File: src/rtl/snoop_pkg.sv
// Shared types and constants for the snooper-to-core dispatcher.
// Latency: none (declarations only).
// Backpressure: not applicable.
//
// Contents: FSM state enum, picker policy constants, clog2 helper used to
// check the selection tag width at elaboration.
package snoop_pkg;

  typedef enum logic [1:0] {
    ST_IDLE      = 2'd0,
    ST_STREAM    = 2'd1,
    ST_DONE_WAIT = 2'd2
  } state_t;

  localparam int POLICY_FIXED = 0;
  localparam int POLICY_RR    = 1;

  // Smallest r with 2**r >= value (0 for value <= 1).
  function automatic int clog2(input int value);
    int r;
    r = 0;
    while ((1 << r) < value) r = r + 1;
    return r;
  endfunction

endpackage

File: src/rtl/rr_pick.sv
// Core picker: chooses one requesting core by fixed priority or round-robin.
// Latency: purely combinational.
// Backpressure: none; valid simply reflects whether any request is set.
//
// Ports:
//   req   in  N       request vector (core ready and enabled)
//   ptr   in  TAG_SZ  round-robin start index (ignored for fixed priority)
//   valid out 1       at least one request is set
//   tag   out TAG_SZ  index of the chosen core
module rr_pick import snoop_pkg::*; #(
  parameter int N      = 4,
  parameter int TAG_SZ = 5,
  parameter int POLICY = POLICY_RR
) (
  input  logic [N-1:0]      req,
  input  logic [TAG_SZ-1:0] ptr,
  output logic              valid,
  output logic [TAG_SZ-1:0] tag
);

  // ptr only matters for round-robin with more than one core.
  logic unused_ptr;
  assign unused_ptr = ^ptr;

  assign valid = |req;

  if (N == 1) begin : g_single
    assign tag = '0;
  end else if (POLICY == POLICY_FIXED) begin : g_fixed
    // Scan from the top so the lowest set index is the last one written.
    always_comb begin
      tag = '0;
      for (int i = N - 1; i >= 0; i--) begin
        if (req[i]) tag = TAG_SZ'(i);
      end
    end
  end else begin : g_rr
    // Rotate the request vector so bit 0 is the core at ptr, then take the
    // lowest set bit and map its offset back to a core index.
    logic [2*N-1:0] dbl;
    logic [N-1:0]   rot;

    assign dbl = {req, req};
    assign rot = N'(dbl >> ptr);

    function automatic logic [TAG_SZ-1:0] wrap_add(input logic [TAG_SZ-1:0] base,
                                                   input int off);
      int s;
      s = int'(base) + off;
      if (s >= N) s = s - N;
      return TAG_SZ'(s);
    endfunction

    always_comb begin
      tag = '0;
      for (int i = N - 1; i >= 0; i--) begin
        if (rot[i]) tag = wrap_add(ptr, i);
      end
    end
  end

endmodule

File: src/rtl/snoop_dispatch.sv
// Dispatches each snooped packet to one ready, enabled packetfilter core.
// Latency: grant pulse 1 cycle after the rdy/ack handshake; write/done
//   forwarding is combinational in STREAM; PIPE=1 adds one cycle to every
//   core-side output.
// Backpressure: rdy drops while a packet is in flight; done is held by the
//   snooper until done_ack, which mirrors the selected core's sn_done_ack.
//
// Ports:
//   clk, rst                  clock, synchronous active-high reset
//   addr/wr_data/wr_en/byte_inc  snooper write stream
//   done, done_ack            end-of-packet handshake with the snooper
//   ack, rdy                  packet-start handshake with the snooper
//   core_en, rdy_for_sn       per-core enable mask and readiness
//   sn_done_ack               per-core acknowledge of sn_done
//   sn_addr/sn_wr_data/sn_byte_inc  broadcast write stream to all cores
//   sn_wr_en, sn_done, rdy_for_sn_ack  one-hot per-core strobes
//   sel_tag, busy             selected core index, packet in flight
module snoop_dispatch import snoop_pkg::*; #(
  parameter int SN_ADDR_WIDTH = 8,
  parameter int DATA_WIDTH    = 64,
  parameter int INC_WIDTH     = 8,
  parameter int N             = 4,
  parameter int TAG_SZ        = 5,
  parameter int POLICY        = POLICY_RR,
  parameter int PIPE          = 0
) (
  input  logic                     clk,
  input  logic                     rst,
  input  logic [SN_ADDR_WIDTH-1:0] addr,
  input  logic [DATA_WIDTH-1:0]    wr_data,
  input  logic                     wr_en,
  input  logic [INC_WIDTH-1:0]     byte_inc,
  input  logic                     done,
  input  logic                     ack,
  output logic                     rdy,
  output logic                     done_ack,
  input  logic [N-1:0]             core_en,
  input  logic [N-1:0]             rdy_for_sn,
  input  logic [N-1:0]             sn_done_ack,
  output logic [SN_ADDR_WIDTH-1:0] sn_addr,
  output logic [DATA_WIDTH-1:0]    sn_wr_data,
  output logic [INC_WIDTH-1:0]     sn_byte_inc,
  output logic [N-1:0]             sn_wr_en,
  output logic [N-1:0]             sn_done,
  output logic [N-1:0]             rdy_for_sn_ack,
  output logic [TAG_SZ-1:0]        sel_tag,
  output logic                     busy
);

  if (N < 1 || N > 32 || TAG_SZ < clog2(N)) begin : g_param_check
    $error("snoop_dispatch: N must be 1..32 and TAG_SZ >= clog2(N)");
  end

  state_t            state, state_nxt;
  logic [TAG_SZ-1:0] ptr;
  logic [TAG_SZ-1:0] pick_tag;
  logic              pick_valid;
  logic [N-1:0]      req;
  logic [N-1:0]      pick_oh;
  logic [N-1:0]      sel_oh;
  logic [N-1:0]      grant_pulse;
  logic              grant;
  logic              ack_hit;

  // Core-side values before the optional output register.
  logic [N-1:0]      wr_en_c;
  logic [N-1:0]      done_c;

  assign req = rdy_for_sn & core_en;

  rr_pick #(
    .N      (N),
    .TAG_SZ (TAG_SZ),
    .POLICY (POLICY)
  ) u_pick (
    .req   (req),
    .ptr   (ptr),
    .valid (pick_valid),
    .tag   (pick_tag)
  );

  always_comb begin
    pick_oh = '0;
    for (int i = 0; i < N; i++) begin
      pick_oh[i] = (pick_tag == TAG_SZ'(i));
    end
  end

  assign grant   = (state == ST_IDLE) && pick_valid && ack && !rst;
  // Only the selected core's acknowledge counts; other bits are masked off.
  assign ack_hit = |(sn_done_ack & sel_oh);

  // ---------------------------------------------------------------- FSM
  always_ff @(posedge clk) begin
    if (rst) state <= ST_IDLE;
    else     state <= state_nxt;
  end

  always_comb begin
    state_nxt = state;
    case (state)
      ST_IDLE:      if (grant)   state_nxt = ST_STREAM;
      ST_STREAM:    if (done)    state_nxt = ST_DONE_WAIT;
      ST_DONE_WAIT: if (ack_hit) state_nxt = ST_IDLE;
      default:                   state_nxt = ST_IDLE;
    endcase
  end

  always_comb begin
    rdy      = 1'b0;
    done_ack = 1'b0;
    busy     = (state != ST_IDLE);
    wr_en_c  = '0;
    done_c   = '0;
    case (state)
      ST_IDLE: begin
        rdy = pick_valid && !rst;
      end
      ST_STREAM: begin
        // The write in the done cycle is still forwarded.
        if (wr_en) wr_en_c = sel_oh;
        if (done)  done_c  = sel_oh;
      end
      ST_DONE_WAIT: begin
        done_c   = sel_oh;
        done_ack = ack_hit && !rst;
      end
      default: ;
    endcase
  end

  // ------------------------------------------------ selection registers
  always_ff @(posedge clk) begin
    if (rst) begin
      sel_tag     <= '0;
      sel_oh      <= '0;
      ptr         <= '0;
      grant_pulse <= '0;
    end else begin
      grant_pulse <= grant ? pick_oh : '0;
      if (grant) begin
        sel_tag <= pick_tag;
        sel_oh  <= pick_oh;
        if (POLICY == POLICY_RR && N > 1) begin
          ptr <= (pick_tag == TAG_SZ'(N - 1)) ? '0 : pick_tag + 1'b1;
        end
      end
    end
  end

  // ------------------------------------------------ core-side outputs
  if (PIPE != 0) begin : g_pipe
    always_ff @(posedge clk) begin
      if (rst) begin
        sn_addr        <= '0;
        sn_wr_data     <= '0;
        sn_byte_inc    <= '0;
        sn_wr_en       <= '0;
        sn_done        <= '0;
        rdy_for_sn_ack <= '0;
      end else begin
        sn_addr        <= addr;
        sn_wr_data     <= wr_data;
        sn_byte_inc    <= byte_inc;
        sn_wr_en       <= wr_en_c;
        sn_done        <= done_c;
        rdy_for_sn_ack <= grant_pulse;
      end
    end
  end else begin : g_direct
    assign sn_addr        = addr;
    assign sn_wr_data     = wr_data;
    assign sn_byte_inc    = byte_inc;
    assign sn_wr_en       = wr_en_c;
    assign sn_done        = done_c;
    assign rdy_for_sn_ack = grant_pulse;
  end

endmodule
File: config.mk
export PLATFORM = sky130hd
export DESIGN_NAME = snoop_dispatch
export DESIGN_NICKNAME = d
export VERILOG_FILES = /design/src/rtl/snoop_pkg.sv /design/src/rtl/rr_pick.sv /design/src/rtl/snoop_dispatch.sv
export SDC_FILE = /design/constraint.sdc
export NUM_CORES = 1
export LEC_CHECK = 0
export CAP_MARGIN = 40
export CORE_ASPECT_RATIO = 0.6
export CORE_MARGIN = 2
export CORE_UTILIZATION = 35
export CTS_BUF_LIST = sky130_fd_sc_hd__clkbuf_8
export DETAILED_ROUTE_END_ITERATION = 10
export HOLD_SLACK_MARGIN = 0.08
export PLACE_DENSITY = 0.82
export SETUP_SLACK_MARGIN = 0.1
export SYNTH_ARGS = -nofsm -noshare
export SYNTH_HDL_FRONTEND = slang
export SYNTH_SLANG_ARGS = --single-unit
File: constraint.sdc
create_clock -name clk -period 5.2 [get_ports clk]
set_input_delay 0.52 -clock clk [delete_from_list [all_inputs] [get_ports clk]]
set_output_delay 0.52 -clock clk [all_outputs]
set_load 0.01 [all_outputs]
==> results by group, run 1 <==
Power
  • Comb power frac: 66.2%
  • Switching pwr: about 0.57 mW
  • Clock group share of total power: 13.1%
  • Total power draw: about 1.2 mW
  • Share of power burned in registers: 20.7%
  • Power per cell area: 470.0 nW/um2
  • Worst VDD drop: between 0.2 and 0.25 mV
  • Internal Power: 0.6347 mW
  • Sw frac: between 40% and 50%
  • Lkg Pwr: just over 1 nW

Worst hold path
  • WHS Path Cells: 2
  • HP Class: register to register
  • Hold_sp: sel_tag[4]
  • Hold Path End: sel_tag[4]

Drt
  • Initial DRC count: approximately 170
  • WL final: 6721 um
  • Post-route ant nets: 0
  • WL/cell: roughly 18 um
  • DR vias: 2181
  • First-pass DRT Iterations: 5
  • Vias per cell: about 5.7
  • Drt drc: 0

Placement
  • Final RePlAce weighted congestion: between 1 and 1.5
  • Post-DP HPWL: between 5000 and 6000 um
  • PortBufs: 36
  • Placed cell count: about 380

Yosys
  • Synth top area cells: buf_4 23%, dfxtp_1 15%, ha_1 10%, a21oi_1 3.0%, o21ai_0 2.6%
  • Async SR Flop Fraction: 0%
  • Synthesized flop and latch total: 20
  • Synth Warn #: 0
  • Area fraction of the dominant cell type after synthesis: between 20% and 30%
  • Seq/Total Area, Yosys: roughly 15%
  • Synth unique cells: 73
  • Synthesized cell area: 2695 um2
  • Yosys top cell by area: buf_4
  • Primary FF master, synth: dfxtp_1
  • Synthesized net count: 450
  • EDFF count, synth: 0
  • Mapped Cells: approximately 330
  • Mean Syn Cell Area: about 8.1 um2

Setup path
  • RR Endpoint: ptr[0]
  • CP startpoint kind: register
  • Cells along the critical path: inv_1, ha_1, a21oi_1, xnor2_1, ha_1, a21bo_2, nor3_1, o21a_1, o41ai_1, o31a_1, a2111oi_4, a21oi_1
  • Critical path required time: 5.33 ns
  • Reg2Reg Depth: 12
  • Reg2Reg Setup Slack: 1.07 ns
  • CP arrival: 4.26 ns
  • Critical path class: register to register
  • Maximum fanout along the worst path: 21
  • Largest delay share family, worst path: compound AO/OA/AOI/OAI gates
  • Slowest CP cell: dfxtp_1
  • FF-to-FF Start: ptr[1]
  • Biggest cell delay along the critical path: between 0.8 and 0.9 ns
  • Buf/Inv on CP: 1
  • CP Capture Type: register

Layout
  • Commonest non-fill, non-tap cells in the layout: 36 x clkdlybuf4s50_1, 22 x ha_1, 20 x dfxtp_1
  • Util after Layout: 34.88%
  • Most common cell after layout, fill and taps aside: clkdlybuf4s50_1
  • Share of layout cells above drive strength 1: under 10%
  • Fin cells: ~380
  • Nets: 397
  • Syn-to-layout area delta: -4.782%
  • ANT cells: 0
  • Fill cells: 763

STA
  • Fmax: between 200 and 250 MHz
  • RSZ-0062 raised after global routing: false
  • Max_slew headroom: 37.79%
  • Setup violations, final: 0
  • Slew @ Worst Pin: between 0.9 and 1 ns
  • Hold Fails Final Rpt: 0
  • Setup TNS Final: 0 ns
  • Fin crit period: 4.127 ns
  • Slew Limit Fails: 0
  • Fin Clk Skew: 0.001607 ns
  • Crit share post-route: 79.37%

Clock tree
  • CTS buffer count: 3
  • Setup bufs post-CTS: 0
  • H-tree depth: 1
  • CTS root buf: clkbuf_8
  • Clk Latency, worst-skew pair: 0.26 ns
  • CTS resizes: 0
  • Clock sinks: 20
  • Clk buf depth: 2
  • TritonCTS clock tree: built
  • Clock transition at the registers of the reported paths: roughly 0.08 ns
  • Hold_buf cts: 0

Global route
  • Largest net degree at the start of global routing: 26
  • Initial antenna violation count: 0
  • Gr ovfl total: 0
  • Vias in the first global route: 2041
  • First-pass GRT wire length: approximately 10000 um
  • Gr usage total: 15.71%

Die
  • Die width: ~120 um
  • Die Y: 71.97 um
  • # IOs: ~200
  • Total die area: 8441 um2
  • FP Rows: 24
  • Initial core utilization: between 30% and 40%
  • Core Box Area: between 7000 and 8000 um2

Job
  • MaxCap Viol Count: 0

Run status
  • Status: finished, final reports clean
metrics by stage:
stage | worst slack, ns | hold WS (ns) | area (um2)
after floorplan | 2.079 | 0.4939 | 2695
after global placement | 1.379 | 0.4675 | 2495
after detailed placement | 1.169 | 0.4760 | 2495
after CTS | 1.152 | 0.4914 | 2566
after global routing | 0.6620 | 0.5171 | 2566
final | 1.073 | 0.4827 | 2566
kinds of logic (layout without fill, tap and decap cells):
logic type	Yosys count	count (layout)	share of synthesized area, %
adder cells (fa/ha/maj)	22	22	10.21
AO/OA/AOI/OAI	90	90	26.14
XOR/XNOR	9	9	3.436
flip-flops	20	20	14.86
buffers and inverters	112	58	28.13
AND/OR/NAND/NOR	75	75	16.06
multiplexers	3	3	1.161
worst min-delay path: cells and delay by family, from the launching register on:
family          cells  cell delay (ns)
simple gates        1             0.06
compound gates      1             0.07
flops               1             0.32
synthesized netlist by cell type (2+ instances only):
cell,instances
nand3b_1,3
ha_1,22
buf_6,3
a31oi_1,3
xor2_1,2
nor2_1,6
o31ai_1,7
buf_4,82
xnor2_1,6
o21ai_2,2
and3_1,6
nor3_1,6
nor2b_1,3
dfxtp_1,20
mux2i_1,2
a22oi_1,3
clkbuf_1,5
o311ai_0,2
nand2_1,12
a21boi_0,3
nand3_1,13
o21ai_0,14
o31a_1,3
inv_1,17
nand2b_1,3
a211oi_1,3
a21oi_1,16
a211o_1,3
and2_1,10
o2111a_1,2
a32o_1,4
buf_2,3
a311oi_1,2
final cells by class:
| cell class | count | area (um2) | share of cell area [%] |
|---|---|---|---|
| multi-input cells | 199 | 1536 | 59.87 |
| flip-flops and latches | 20 | 400.4 | 15.60 |
| repair buffers | 36 | 360.3 | 14.04 |
| well taps | 104 | 130.1 | 5.071 |
| inverters | 18 | 67.56 | 2.633 |
| clock buffers | 3 | 41.29 | 1.609 |
| clock inverters | 1 | 30.03 | 1.170 |
worst max path at each step:
stage	startpoint	end	slack [ns]	cells after the start
4_1_cts	ptr[1]	ptr[0]	1.15	12
5_1_grt	ptr[1]	ptr[0]	0.66	12
2_1_floorplan	ptr[1]	ptr[1]	2.08	13
3_3_place_gp	ptr[1]	ptr[1]	1.38	12
3_5_place_dp	ptr[1]	ptr[0]	1.17	12
6_report	ptr[1]	ptr[0]	1.07	12
state kept, by name (all words and copies together), names as in the netlist:
signal,count
ptr,5
rdy_for_sn_ack,4
sel_oh,4
sel_tag,5
state,2
layer usage:
layer	up-vias	share of wire [%]	GRT usage, %
li1	997	-	-
met1	1047	48	24.13
met2	129	37	19.03
met3	8	14	8.521
met4	0	0.33	2.092
met5	-	0	0
power by group through the flow:
stage | clock network, mW | registers (mW) | logic (mW)
2_1_floorplan | 0 | 0.216 | 0.665
3_5_place_dp | 0 | 0.251 | 0.772
3_3_place_gp | 0 | 0.249 | 0.749
6_report | 0.158 | 0.249 | 0.799
5_1_grt | 0.164 | 0.257 | 0.880
4_1_cts | 0.160 | 0.248 | 0.780
Note: power is estimated with default switching activity, not from simulation.
==> run 2: changes to the inputs <==
- CORE_UTILIZATION: 35 -> 32
- PLACE_DENSITY: 0.82 -> 0.79
- clock period: 5.2 -> 3.75 ns (I/O delays scaled with it)
==> results by group, run 2 (synthesis results as in run 1) <==
Layout
  • Share of layout cells above drive strength 1: approximately 11%
  • Multi-input logic area: approximately 1600 um2
  • Fill cells: 824
  • Finished Cell Area: approximately 2600 um2
  • Util after Layout: 32.69%
  • Syn-to-layout area delta: -2.878%
  • Most common cell after layout, fill and taps aside: clkdlybuf4s50_1
  • Biggest regs: ptr x5, sel_tag x5
  • ANT cells: 0
  • Commonest non-fill, non-tap cells in the layout: 36 x clkdlybuf4s50_1, 21 x ha_1, 19 x dfxtp_1
  • Area occupied by registers: roughly 400 um2
  • Nets: approximately 410

Placement
  • Final RePlAce weighted congestion: 0.9551
  • Post-DP HPWL: between 5000 and 6000 um
  • PortBufs: 36
  • Placed Area: about 2500 um2

STA
  • Max_slew headroom: 58.31%
  • Slew @ Worst Pin: 0.6245 ns
  • Crit share post-route: about nine tenths
  • Hold Fails Final Rpt: 0
  • Setup TNS Final: 0 ns
  • Fin crit period: 3.381 ns
  • Setup violations, final: 0
  • RSZ-0062 raised after global routing: false
  • Slew Limit Fails: 0
  • Fmax: around 300 MHz
  • Fin Clk Skew: 0.001330 ns

Drt
  • WL final: approximately 6800 um
  • Drt drc: 0
  • DR vias: roughly 2200
  • First-pass DRT Iterations: 5
  • Post-route ant nets: 0
  • WL/cell: 17.38 um
  • Initial DRC count: around 180
  • Vias per cell: roughly 5.7

Clock tree
  • Clock sinks: 20
  • CTS root buf: clkbuf_8
  • Clk Latency, worst-skew pair: roughly 0.25 ns
  • CTS buffer count: 3
  • Hold_buf cts: 0
  • Clock transition at the registers of the reported paths: ~0.07 ns
  • Clk buf depth: 2
  • TritonCTS clock tree: built
  • H-tree depth: 1

Power
  • Share of power burned in registers: approximately a fifth
  • Sw frac: a little under 50%
  • Switching pwr: 0.7874 mW
  • Comb power frac: between 70% and 80%
  • Worst VDD drop: 0.1886 mV
  • Internal Power: around 0.84 mW
  • Power per cell area: between 600 and 700 nW/um2
  • Lkg Pwr: 1.040 nW
  • Clock group share of total power: 8.5%

Global route
  • First-pass GRT wire length: between 10000 and 15000 um
  • Largest net degree at the start of global routing: 26
  • Gr ovfl total: 0
  • Gr usage total: between 10 and 15%
  • Vias in the first global route: ~2000
  • Initial antenna violation count: 0

Setup path
  • CP Capture Type: register
  • CP startpoint kind: register
  • Critical path required time: 3.88 ns
  • Maximum fanout along the worst path: 9
  • Critical path class: register to register
  • CP arrival: roughly 3.5 ns

Job
  • MaxCap Viol Count: 0

Worst hold path
  • HP Class: register to register

Die
  • Die Y: approximately 75 um
  • Core Box Area: ~8000 um2
  • Initial core utilization: between 30% and 40%
  • # IOs: between 150 and 200
  • Total die area: roughly 9200 um2
  • Die width: 122.5 um
  • FP Rows: 25

Run status
  • Status: finished, final reports clean
run 2: cell count changes in the layout (fill, tap and decap cells not counted), sizes merged:
| cell | previous run | this run |
|---|---|---|
| bufinv | 1 | 0 |
| buf | 0 | 8 |
run 2: power groups by stage:
stage                     clock (mW)  combinational, mW  sequential [mW]
final                          0.138               1.17            0.322
after global routing           0.152               1.28            0.329
after CTS                      0.144               1.13            0.318
after detailed placement           0               1.12            0.323
after global placement             0               1.08            0.321
after floorplan                    0              0.923            0.300
run 2: worst max-delay path, cell delays in order (launching register included):
cell and delay (ns):
dfxtp_1 0.52, inv_1 0.21, ha_1 0.27, xnor2_1 0.16, inv_1 0.12, ha_1 0.22
a21bo_2 0.25, nor3_1 0.23, o21a_1 0.18, o41ai_2 0.07, o31a_1 0.34, a2111oi_4 0.38
buf_4 0.22, a21oi_1 0.08
run 2: final timing paths:
kind,slack (ns),start,endpoint,depth (start not counted)
worst max register to register,0.37,ptr[0],ptr[0],13
worst min-delay path,0.49,sel_tag[2],sel_tag[2],2
worst max-delay path,0.37,ptr[0],ptr[0],13
worst min register to register,0.49,sel_tag[2],sel_tag[2],2
run 2: layout make-up:
| cell class | instances | share of cell area (%) |
|---|---|---|
| Inverter | 18 | 2.581 |
| Multi-Input combinational cell | 199 | 59.37 |
| Clock buffer | 3 | 1.577 |
| Tap cell | 108 | 5.163 |
| Timing Repair Buffer | 44 | 15.97 |
| Sequential cell | 20 | 15.34 |
run 2: per-stage QoR:
stage / power, mW / setup slack, ns / std cells / hold WS [ns]
6_report: 1.626 / 0.3687 / 392 / 0.4855
5_1_grt: 1.765 / 0.1215 / 392 / 0.5264
4_1_cts: 1.590 / 0.1517 / 391 / 0.4898
3_5_place_dp: 1.442 / 0.1656 / 388 / 0.4718
3_3_place_gp: 1.403 / 0.3814 / 387 / 0.4720
2_1_floorplan: 1.223 / 0.6292 / 331 / 0.4939
run 2: metal layers:
| layer | part of all wire (%) | vias up | global-route usage (%) |
|---|---|---|---|
| li1 | - | 1012 | - |
| met1 | 46 | 1055 | 20.76 |
| met2 | 38 | 167 | 17.90 |
| met3 | 16 | 6 | 10.00 |
| met4 | 0.40 | 0 | 1.533 |
| met5 | 0 | - | 0 |
run 2: what timing repair did:
action                                  in CTS  in global routing
setup buffers                                0                  1
endpoints found under the setup margin       0                 13
gates resized for setup                      0                  5
==> run 3: changes to the inputs <==
- CORE_MARGIN: 2 -> 3
- CTS_BUF_LIST: sky130_fd_sc_hd__clkbuf_8 -> default
- HOLD_SLACK_MARGIN: 0.08 -> 0.05
==> results by group, run 3 (synthesis results as in run 1) <==
Run status
  • Status: finished, final reports clean

STA
  • Fmax: roughly 290 MHz
  • Slew @ Worst Pin: roughly 0.65 ns
  • Max_slew headroom: 56.37%
  • Hold Fails Final Rpt: 0
  • Fin crit period: 3.499 ns
  • Fin Clk Skew: 0.001764 ns
  • RSZ-0062 raised after global routing: true
  • Setup violations, final: 0
  • Setup TNS Final: 0 ns
  • Slew Limit Fails: 0
  • Crit share post-route: 93.30%

Drt
  • DR vias: between 2000 and 2500
  • Initial DRC count: 288
  • Drt drc: 0
  • WL/cell: about 17 um
  • WL final: around 6800 um
  • Post-route ant nets: 0
  • First-pass DRT Iterations: 5
  • Vias per cell: approximately 5.8

Power
  • Worst VDD drop: between 0.3 and 0.4 mV
  • Internal Power: between 0.9 and 1 mW
  • Sw frac: between 40% and 50%
  • Clock group share of total power: about 16%
  • Power per cell area: about 670 nW/um2
  • Switching pwr: ~0.82 mW
  • Comb power frac: 66.1%
  • Share of power burned in registers: between 10% and 20%
  • Total power draw: ~1.8 mW
  • Lkg Pwr: ~1.1 nW

Global route
  • Met3 usage: just under 6%
  • Initial antenna violation count: 0
  • Vias in the first global route: approximately 2200
  • Gr usage total: 13.93%
  • First-pass GRT wire length: about 11000 um
  • Gr ovfl total: 0
  • GRT busiest layer: met1
  • Met1 usage: 20.34%
  • Largest net degree at the start of global routing: 26
  • Met2 Use GR: between 10% and 20%

Layout
  • Biggest regs: ptr x5, sel_tag x5
  • Most common cell after layout, fill and taps aside: clkdlybuf4s50_1
  • Syn-to-layout area delta: -0.7894%
  • Nets: between 400 and 500
  • Commonest non-fill, non-tap cells in the layout: 36 x clkdlybuf4s50_1, 21 x ha_1, 20 x dfxtp_1
  • Fill cells: 835
  • ANT cells: 0
  • Share of layout cells above drive strength 1: approximately 10%

Die
  • Core Box Area: between 8000 and 9000 um2
  • FP Rows: 25
  • Die Y: 77.09 um
  • Total die area: about 9600 um2
  • # IOs: just under 200
  • Initial core utilization: around 34%
  • Die width: between 100 and 150 um

Clock tree
  • Clock transition at the registers of the reported paths: 0.06 ns
  • Clk buf depth: 2
  • CTS buffer count: 3
  • Clock sinks: 20
  • Hold_buf cts: 0
  • Clk Latency, worst-skew pair: around 0.25 ns
  • CTS root buf: clkbuf_16
  • TritonCTS clock tree: built
  • H-tree depth: 1

Setup path
  • Slowest CP cell: dfxtp_1
  • Buf/Inv on CP: 1
  • CP startpoint kind: register
  • Critical path required time: 3.88 ns
  • Cells along the critical path: inv_1, ha_1, a21oi_1, xnor2_1, ha_1, a21bo_2, or4_1, a21oi_1, o21bai_1, a2111oi_1, o31ai_1
  • CP Capture Type: register
  • CP arrival: around 3.6 ns
  • Critical path class: register to register
  • Maximum fanout along the worst path: 6
  • Largest delay share family, worst path: compound AO/OA/AOI/OAI gates
  • Biggest cell delay along the critical path: 0.47 ns

Placement
  • Post-DP HPWL: ~5300 um
  • PortBufs: 36
  • Final RePlAce weighted congestion: 0.9408

Worst hold path
  • HP Class: register to register

Job
  • MaxCap Viol Count: 0
## run 3: cell type report
class                      instances  area (um2)  area share [%]
timing repair buffer              45       425.4           15.91
clock inverter                     1       30.03           1.123
inverter                          18       67.56           2.527
sequential                        20       400.4           14.97
multi-input combinational        199        1540           57.60
tap                              108       135.1           5.054
clock buffer                       3       75.07           2.808
## run 3: metal layers
metal,wire length (um),vias up,part of all wire [%]
li1,-,1021,-
met1,3239,1079,48
met2,2691,162,40
met3,808,12,12
met4,44,0,0.65
met5,0,-,0
## run 3: worst paths after layout
kind,start,cells after the start,to,slack [ns]
hold reg to reg,sel_tag[4],2,sel_tag[4],0.49
setup reg to reg,ptr[1],11,ptr[3],0.25
hold / removal,sel_tag[4],2,sel_tag[4],0.49
setup / recovery,ptr[1],11,ptr[3],0.25
## run 3: power by group through the flow
stage / Sequential (mW) / Clock (mW) / Combinational (mW)
after floorplan: 0.300 / 0 / 0.923
after CTS: 0.315 / 0.299 / 1.15
after detailed placement: 0.319 / 0 / 1.14
after global routing: 0.324 / 0.312 / 1.30
final: 0.317 / 0.292 / 1.19
after global placement: 0.316 / 0 / 1.09
## run 3: through the flow
stage	cell area [um2]	hold slack [ns]	setup slack, ns	util (%)	cells
after global routing	2674	0.5353	0.08943	33.26	394
after CTS	2663	0.4936	0.2872	33.12	393
final	2674	0.4855	0.2512	33.26	394
after detailed placement	2557	0.4849	0.3050	31.81	389
after floorplan	2695	0.4939	0.6292	-	331
after global placement	2552	0.4674	0.5107	31.75	388
## run 3: tightest hold or removal path: stages, from the launching register on
cell,delay [ns]
dfxtp_1,0.32
nand3_1,0.06
o21ai_0,0.06
## run 3: what timing repair did
item                       CTS  global route
buffers inserted             0             1
hold endpoints to repair     0             0
gates resized for setup      0             2
setup endpoints to repair    0            11
